## src/rtl/conv_pkg.sv

```systemverilog
// Shared widths and FSM state type for the convolution MAC front end.
// Sized so that a full-scale 3x3 sum never overflows numer or denom.
package conv_pkg;
    localparam int PIX_W   = 8;
    localparam int COEF_W  = 11;
    localparam int NUMER_W = 23;
    localparam int DENOM_W = 15;
    localparam int TAPS    = 9;
    localparam int PROD_W  = PIX_W + COEF_W;
    localparam int TAP_W   = 4;

    typedef enum logic {
        IDLE  = 1'b0,
        ACCUM = 1'b1
    } state_t;
endpackage

```

## src/rtl/conv_mac_accum_valid_delay_line.sv

```systemverilog
// Fixed-depth shift register that realigns valid/flag bits with the divider output.
// Shifts every cycle; the asynchronous clear flushes any bits in flight.
module valid_delay_line #(
    parameter int DEPTH = 6,
    parameter int WIDTH = 2
) (
    input  logic             clock,
    input  logic             aclr_n,
    input  logic [WIDTH-1:0] din,
    output logic [WIDTH-1:0] dout
);
    logic [WIDTH-1:0] stage_reg [DEPTH];

    genvar gi;
    generate
        for (gi = 0; gi < DEPTH; gi++) begin : g_stage
            if (gi == 0) begin : g_head
                always_ff @(posedge clock or negedge aclr_n) begin
                    if (!aclr_n) stage_reg[gi] <= '0;
                    else         stage_reg[gi] <= din;
                end
            end else begin : g_body
                always_ff @(posedge clock or negedge aclr_n) begin
                    if (!aclr_n) stage_reg[gi] <= '0;
                    else         stage_reg[gi] <= stage_reg[gi-1];
                end
            end
        end
    endgenerate

    assign dout = stage_reg[DEPTH-1];
endmodule

```

## src/rtl/conv_mac_accum.sv

```systemverilog
// Serial 3x3 multiply-accumulate feeding a pipelined divider: one tap per cycle,
// denom forced non-zero, and a valid strobe delayed to match the quotient.
module conv_mac_accum
    import conv_pkg::*;
#(
    parameter int DIV_LATENCY = 6,
    parameter int TAPS        = 9
) (
    input  logic                     clock,
    input  logic                     aclr_n,
    input  logic                     in_valid,
    output logic                     in_ready,
    input  logic [TAPS*PIX_W-1:0]    in_pixels,
    input  logic                     coef_wr,
    output logic                     coef_ready,
    input  logic [TAP_W-1:0]         coef_addr,
    input  logic [COEF_W-1:0]        coef_data,
    output logic [NUMER_W-1:0]       numer,
    output logic [DENOM_W-1:0]       denom,
    output logic                     out_valid,
    output logic                     zero_sum,
    output logic                     quot_valid,
    output logic                     quot_zero_sum
);
    state_t                 state_reg, state_next;
    logic [TAP_W-1:0]       tap_reg;
    logic [TAPS*PIX_W-1:0]  window_reg;
    logic [COEF_W-1:0]      coef_reg [TAPS];
    logic [PIX_W-1:0]       pix_arr  [TAPS];
    logic [NUMER_W-1:0]     acc_reg, acc_next, numer_reg;
    logic [DENOM_W-1:0]     csum_reg, csum_next, denom_reg;
    logic                   out_valid_reg, zero_sum_reg;
    logic                   accept, last_tap, coef_we;
    logic [PIX_W-1:0]       pix_sel;
    logic [COEF_W-1:0]      coef_sel;
    logic [PROD_W-1:0]      prod;
    logic [1:0]             delay_out;

    always_ff @(posedge clock or negedge aclr_n) begin
        if (!aclr_n) state_reg <= IDLE;
        else         state_reg <= state_next;
    end

    always_comb begin
        state_next = state_reg;
        accept     = 1'b0;
        last_tap   = 1'b0;
        case (state_reg)
            IDLE: begin
                if (in_valid) begin
                    accept     = 1'b1;
                    state_next = ACCUM;
                end
            end
            ACCUM: begin
                if (tap_reg == TAP_W'(TAPS - 1)) begin
                    last_tap   = 1'b1;
                    state_next = IDLE;
                end
            end
            default: state_next = IDLE;
        endcase
    end

    assign in_ready   = (state_reg == IDLE);
    assign coef_ready = (state_reg == IDLE);
    assign coef_we    = coef_wr && coef_ready;

    genvar gi;
    generate
        for (gi = 0; gi < TAPS; gi++) begin : g_tap
            assign pix_arr[gi] = window_reg[gi*PIX_W +: PIX_W];

            // Addresses beyond the last tap match no entry and are silently dropped.
            always_ff @(posedge clock or negedge aclr_n) begin
                if (!aclr_n)
                    coef_reg[gi] <= '0;
                else if (coef_we && coef_addr == TAP_W'(gi))
                    coef_reg[gi] <= coef_data;
            end
        end
    endgenerate

    assign pix_sel   = pix_arr[tap_reg];
    assign coef_sel  = coef_reg[tap_reg];
    assign prod      = pix_sel * coef_sel;
    assign acc_next  = acc_reg + NUMER_W'(prod);
    assign csum_next = csum_reg + DENOM_W'(coef_sel);

    always_ff @(posedge clock or negedge aclr_n) begin
        if (!aclr_n) begin
            window_reg    <= '0;
            tap_reg       <= '0;
            acc_reg       <= '0;
            csum_reg      <= '0;
            numer_reg     <= '0;
            denom_reg     <= DENOM_W'(1);
            zero_sum_reg  <= 1'b0;
            out_valid_reg <= 1'b0;
        end else begin
            out_valid_reg <= last_tap;
            if (accept) begin
                window_reg <= in_pixels;
                tap_reg    <= '0;
                acc_reg    <= '0;
                csum_reg   <= '0;
            end else if (state_reg == ACCUM) begin
                tap_reg  <= tap_reg + TAP_W'(1);
                acc_reg  <= acc_next;
                csum_reg <= csum_next;
                if (last_tap) begin
                    numer_reg    <= acc_next;
                    // A zero denominator would stall the divider pipeline.
                    denom_reg    <= (csum_next == '0) ? DENOM_W'(1) : csum_next;
                    zero_sum_reg <= (csum_next == '0);
                end
            end
        end
    end

    valid_delay_line #(
        .DEPTH (DIV_LATENCY),
        .WIDTH (2)
    ) u_delay (
        .clock  (clock),
        .aclr_n (aclr_n),
        .din    ({zero_sum_reg, out_valid_reg}),
        .dout   (delay_out)
    );

    assign numer         = numer_reg;
    assign denom         = denom_reg;
    assign out_valid     = out_valid_reg;
    assign zero_sum      = zero_sum_reg;
    assign quot_valid    = delay_out[0];
    assign quot_zero_sum = delay_out[1];
endmodule
```

## config.mk

```make
export PLATFORM = sky130hd
export DESIGN_NAME = conv_mac_accum
export DESIGN_NICKNAME = d
export VERILOG_FILES = /design/src/rtl/conv_pkg.sv /design/src/rtl/conv_mac_accum_valid_delay_line.sv /design/src/rtl/conv_mac_accum.sv
export SDC_FILE = /design/constraint.sdc
export NUM_CORES = 1
export LEC_CHECK = 0
export CORE_MARGIN = 2
export CORE_UTILIZATION = 45
export DETAILED_ROUTE_END_ITERATION = 16
export PLACE_DENSITY_LB_ADDON = 0.15
export SKIP_LAST_GASP = 1
export SYNTH_ARGS = -nofsm -noshare
export SYNTH_HDL_FRONTEND = slang
export SYNTH_SLANG_ARGS = --single-unit
```

## constraint.sdc

```tcl
create_clock -name clock -period 5.7 [get_ports clock]
set_clock_uncertainty 0.15 [all_clocks]
set_input_delay 1.14 -clock clock [delete_from_list [all_inputs] [get_ports clock]]
set_output_delay 1.14 -clock clock [all_outputs]
set_load 0.02 [all_outputs]
```

==> results of run 1 <==
==> metal layers <==
layer / up-vias / track usage / wire length, um
li1: 4937 / - / -
met2: 207 / 0.335 / 17400
met3: 45 / 0.0308 / 1640
met5: - / 0 / 0
met1: 5217 / 0.289 / 16600
met4: 0 / 0.0453 / 582
==> timing repair <==
action,CTS,global route
endpoints found under the hold margin,0,0
setup endpoints to repair,24,31
hold buffers,0,0
gates cloned,0,3
resized for setup,12,99
pin swaps,0,34
setup buffers,10,21
==> worst paths after layout <==
kind / from / to / slack (ns)
worst max-delay path: tap_reg[0] / numer[19] / -0.27
worst min-delay path: u_delay.stage_reg[7] / u_delay.stage_reg[5] / 0.20
worst max register to register: tap_reg[0] / numer[19] / -0.27
worst min register to register: u_delay.stage_reg[7] / u_delay.stage_reg[5] / 0.20
max in group asynchronous: aclr_n / tap_reg[0] / 3.67
min in group asynchronous: aclr_n / u_delay.stage_reg[8] / 0.51
==> cell usage in the layout, fill, tap and decap left out, types with 32 or more instances in the layout <==
cell and n:
ha_1 50, nand2_1 110, clkdlybuf4s50_1 133, buf_4 104
clkbuf_16 32, mux2_2 182, mux4_2 38, nor2_1 80
fa_1 68, inv_1 132, dfrtp_1 262
==> final cells by class <==
class / instances / area (um2)
Inverter: 145 / 547
Timing Repair Buffer: 270 / 2610
Sequential cell: 266 / 6660
Clock inverter: 6 / 50.0
Multi-Input combinational cell: 839 / 8280
Tap cell: 448 / 561
Fill cell: 2847 / 14100
Clock buffer: 47 / 885
==> kinds of logic after synthesis <==
group / Yosys count / share of synthesized area
and+or+nand+nor: 275 / 0.0793
DFF: 266 / 0.431
muxes: 243 / 0.204
buffers and inverters: 207 / 0.0549
AOI/OAI and AO/OA: 164 / 0.0755
adders and majority gates: 129 / 0.140
xor gates and xnor gates: 28 / 0.0159
==> critical path: cells and delay by family (launching register included) <==
kind | cells | cell delay, ns
AOI/OAI and AO/OA | 6 | 1.14
and+or+nand+nor | 2 | 0.15
xor gates and xnor gates | 1 | 0.16
DFF | 1 | 0.44
buffers and inverters | 8 | 0.72
adders and majority gates | 5 | 2.18
muxes | 3 | 0.90
==> report_power, final <==
group	leakage [nW]	internal, mW	total, mW	switching, mW
Sequential	3.45	2.64	3.02	0.384
Clock	0.451	1.06	1.83	0.767
Combinational	5.54	3.55	6.95	3.40
Total	9.44	7.25	11.8	4.55
==> metrics by stage <==
stage	power [mW]	instance area, um2	hold slack (ns)
2_1_floorplan	6.90	15500	0.181
3_5_place_dp	9.18	17900	0.186
3_3_place_gp	9.05	17900	0.183
4_1_cts	11.2	19000	0.197
5_1_grt	12.7	19600	0.206
6_report	11.8	19600	0.195
==> results.txt, run 1 <==
The flow ran to the end, but the final reports show violations. The checks that failed: negative setup slack. The fraction of final layout cells sized beyond drive strength 1 came out at 0.319.

Dividing total power by cell area gives a power density of 602 nW/um2. The core region is 33700 um2. Setup repair after global routing could not meet its margin everywhere. Measured in cells, the most critical reg-to-reg path has a length of 25. For the worst setup path, the data arrival time is 6.26 ns.

The most numerous cell in the Yosys netlist is dfrtp_1. The routed design could run at a clock period as short as 5.97 ns. Using the TritonRoute via totals, the vias-per-cell ratio works out to 5.15. For the DRC violation total after the first TritonRoute iteration, the log shows 500. The number of antenna violations at the first check in global routing is 0. The number of nets at the end of the flow is 1772, and the share of flip-flops with an asynchronous set or reset is 1.00. The number of routed nets with antenna violations is 0. The cell that appears most often on the critical path is fa_1. The logs give 1532 for the synthesized net count and 3 for the maximum buffer depth of the clock tree. For this run, the detailed router's first-pass iteration total came to 4. The slew at the pin with the worst max-slew slack came out at 0.937 ns. The detailed placer's ending HPWL was 25.4 mm; the mean area per synthesized cell was 11.8 um2. The number of endpoints with negative hold slack in the final report was 0. The area share of the leading cell type in the synthesized netlist is 0.430, and the count of final setup violators is 22. Number of ports placed on the die boundary: 135. Among all flip-flop cells after synthesis, the most frequent one is dfrtp_1. In the post-synthesis netlist, the biggest area contributors are dfrtp_1 (43%), mux2_2 (13%), fa_1 (9.3%), mux4_2 (5.5%), ha_1 (4.6%).

The synthesis-to-layout area growth works out to 26.9%. The worst slack after detailed placement was -0.432 ns. The kind of end point of the critical path was a flop. IR analysis of the VDD net gives a maximum drop of 308 uV.

The tools report the final sum of negative setup slack as -2.41 ns. After detailed routing, the number of remaining DRC violations is 0. The worst-path cell with the longest stage delay is fa_1.

The count of buffers added on input and output ports is 134. The global-route wire length before repair is 58.5 mm. Number of standard-cell rows in the floorplan: 67. The largest fanout on the critical path is 6, and the core occupancy in the finished layout is 0.581. The clock drives 266 sinks.

Root buffer cell: clkbuf_16. By count the netlist is led by dfrtp_1 (265), mux2_2 (184), inv_1 (145), nand2_1 (115), nor2_1 (86). The register with the most flip-flops in the layout has 99 of them. For this block, the via count after detailed routing is 10400.

The synthesized design spends more area on one cell type than any other, namely dfrtp_1. The peak per-stage delay on the critical path was 0.55 ns; the count of final max-slew check failures was 0. The area of the mapped netlist is 15400 um2. The gate count after technology mapping was 1312.

Global routing finished with a remaining overflow of 0. Data required time at the worst endpoint: 5.99 ns. Based on the critical path, the design can be clocked at up to 168 MHz.

The width of the chip works out to 189 um. The area of the die was 35800 um2; the clock-pin slew reported for the worst setup and hold paths after clock tree synthesis was 0.06 ns. The maximum number of pins on one net before global-route repair was 121; the number of distinct library cells after synthesis was 68. The vertical die dimension was 189 um; the number of synthesized flops with an enable pin was 0.

The Yosys step of the flow raised 0 warnings. The average wire per standard cell is 17.9 um, and the final worst slack is -0.270 ns. Critical path class: flop to flop. The worst hold path class is flop to flop.

The worst hold path passes through 0 cells. The tools report the combined global-route utilization of all metal layers as 0.204. The ratio of final minimum period to clock period is 1.05, and the worst slew margin relative to its limit is 0.375. Wires add up to 36.3 mm. Routability-driven placement finished with a final weighted congestion of 0.844. Flip-flop and latch count after synthesis: 266. The number of clock buffers added by TritonCTS is 30. The number of global-route vias before repair came out at 11000.

The logs give 1 for the depth of the CTS H-tree and 2021 for the number of cells in the finished layout apart from fillers. The critical path startpoint category was a flop. The cell total after placement was 1935. The repair_antennas step left the layout with diodes totalling 0.

The initial core utilization was 0.458. The logs give 0 for the max-capacitance violation count and 9.44 nW for the leakage component of the power. At the later pin of the worst-skew pair, clock insertion delay measures 0.57 ns.

TritonCTS built the clock tree. The tools report the sequential fraction of the synthesis area as 0.431.
Note: power is estimated with default switching activity, not from simulation.
==> run 2: changes to the inputs <==
SLEW_MARGIN = 10   (was not set)
==> results of run 2 <==
Final layout, timing and power as in run 1 (identical DEF).
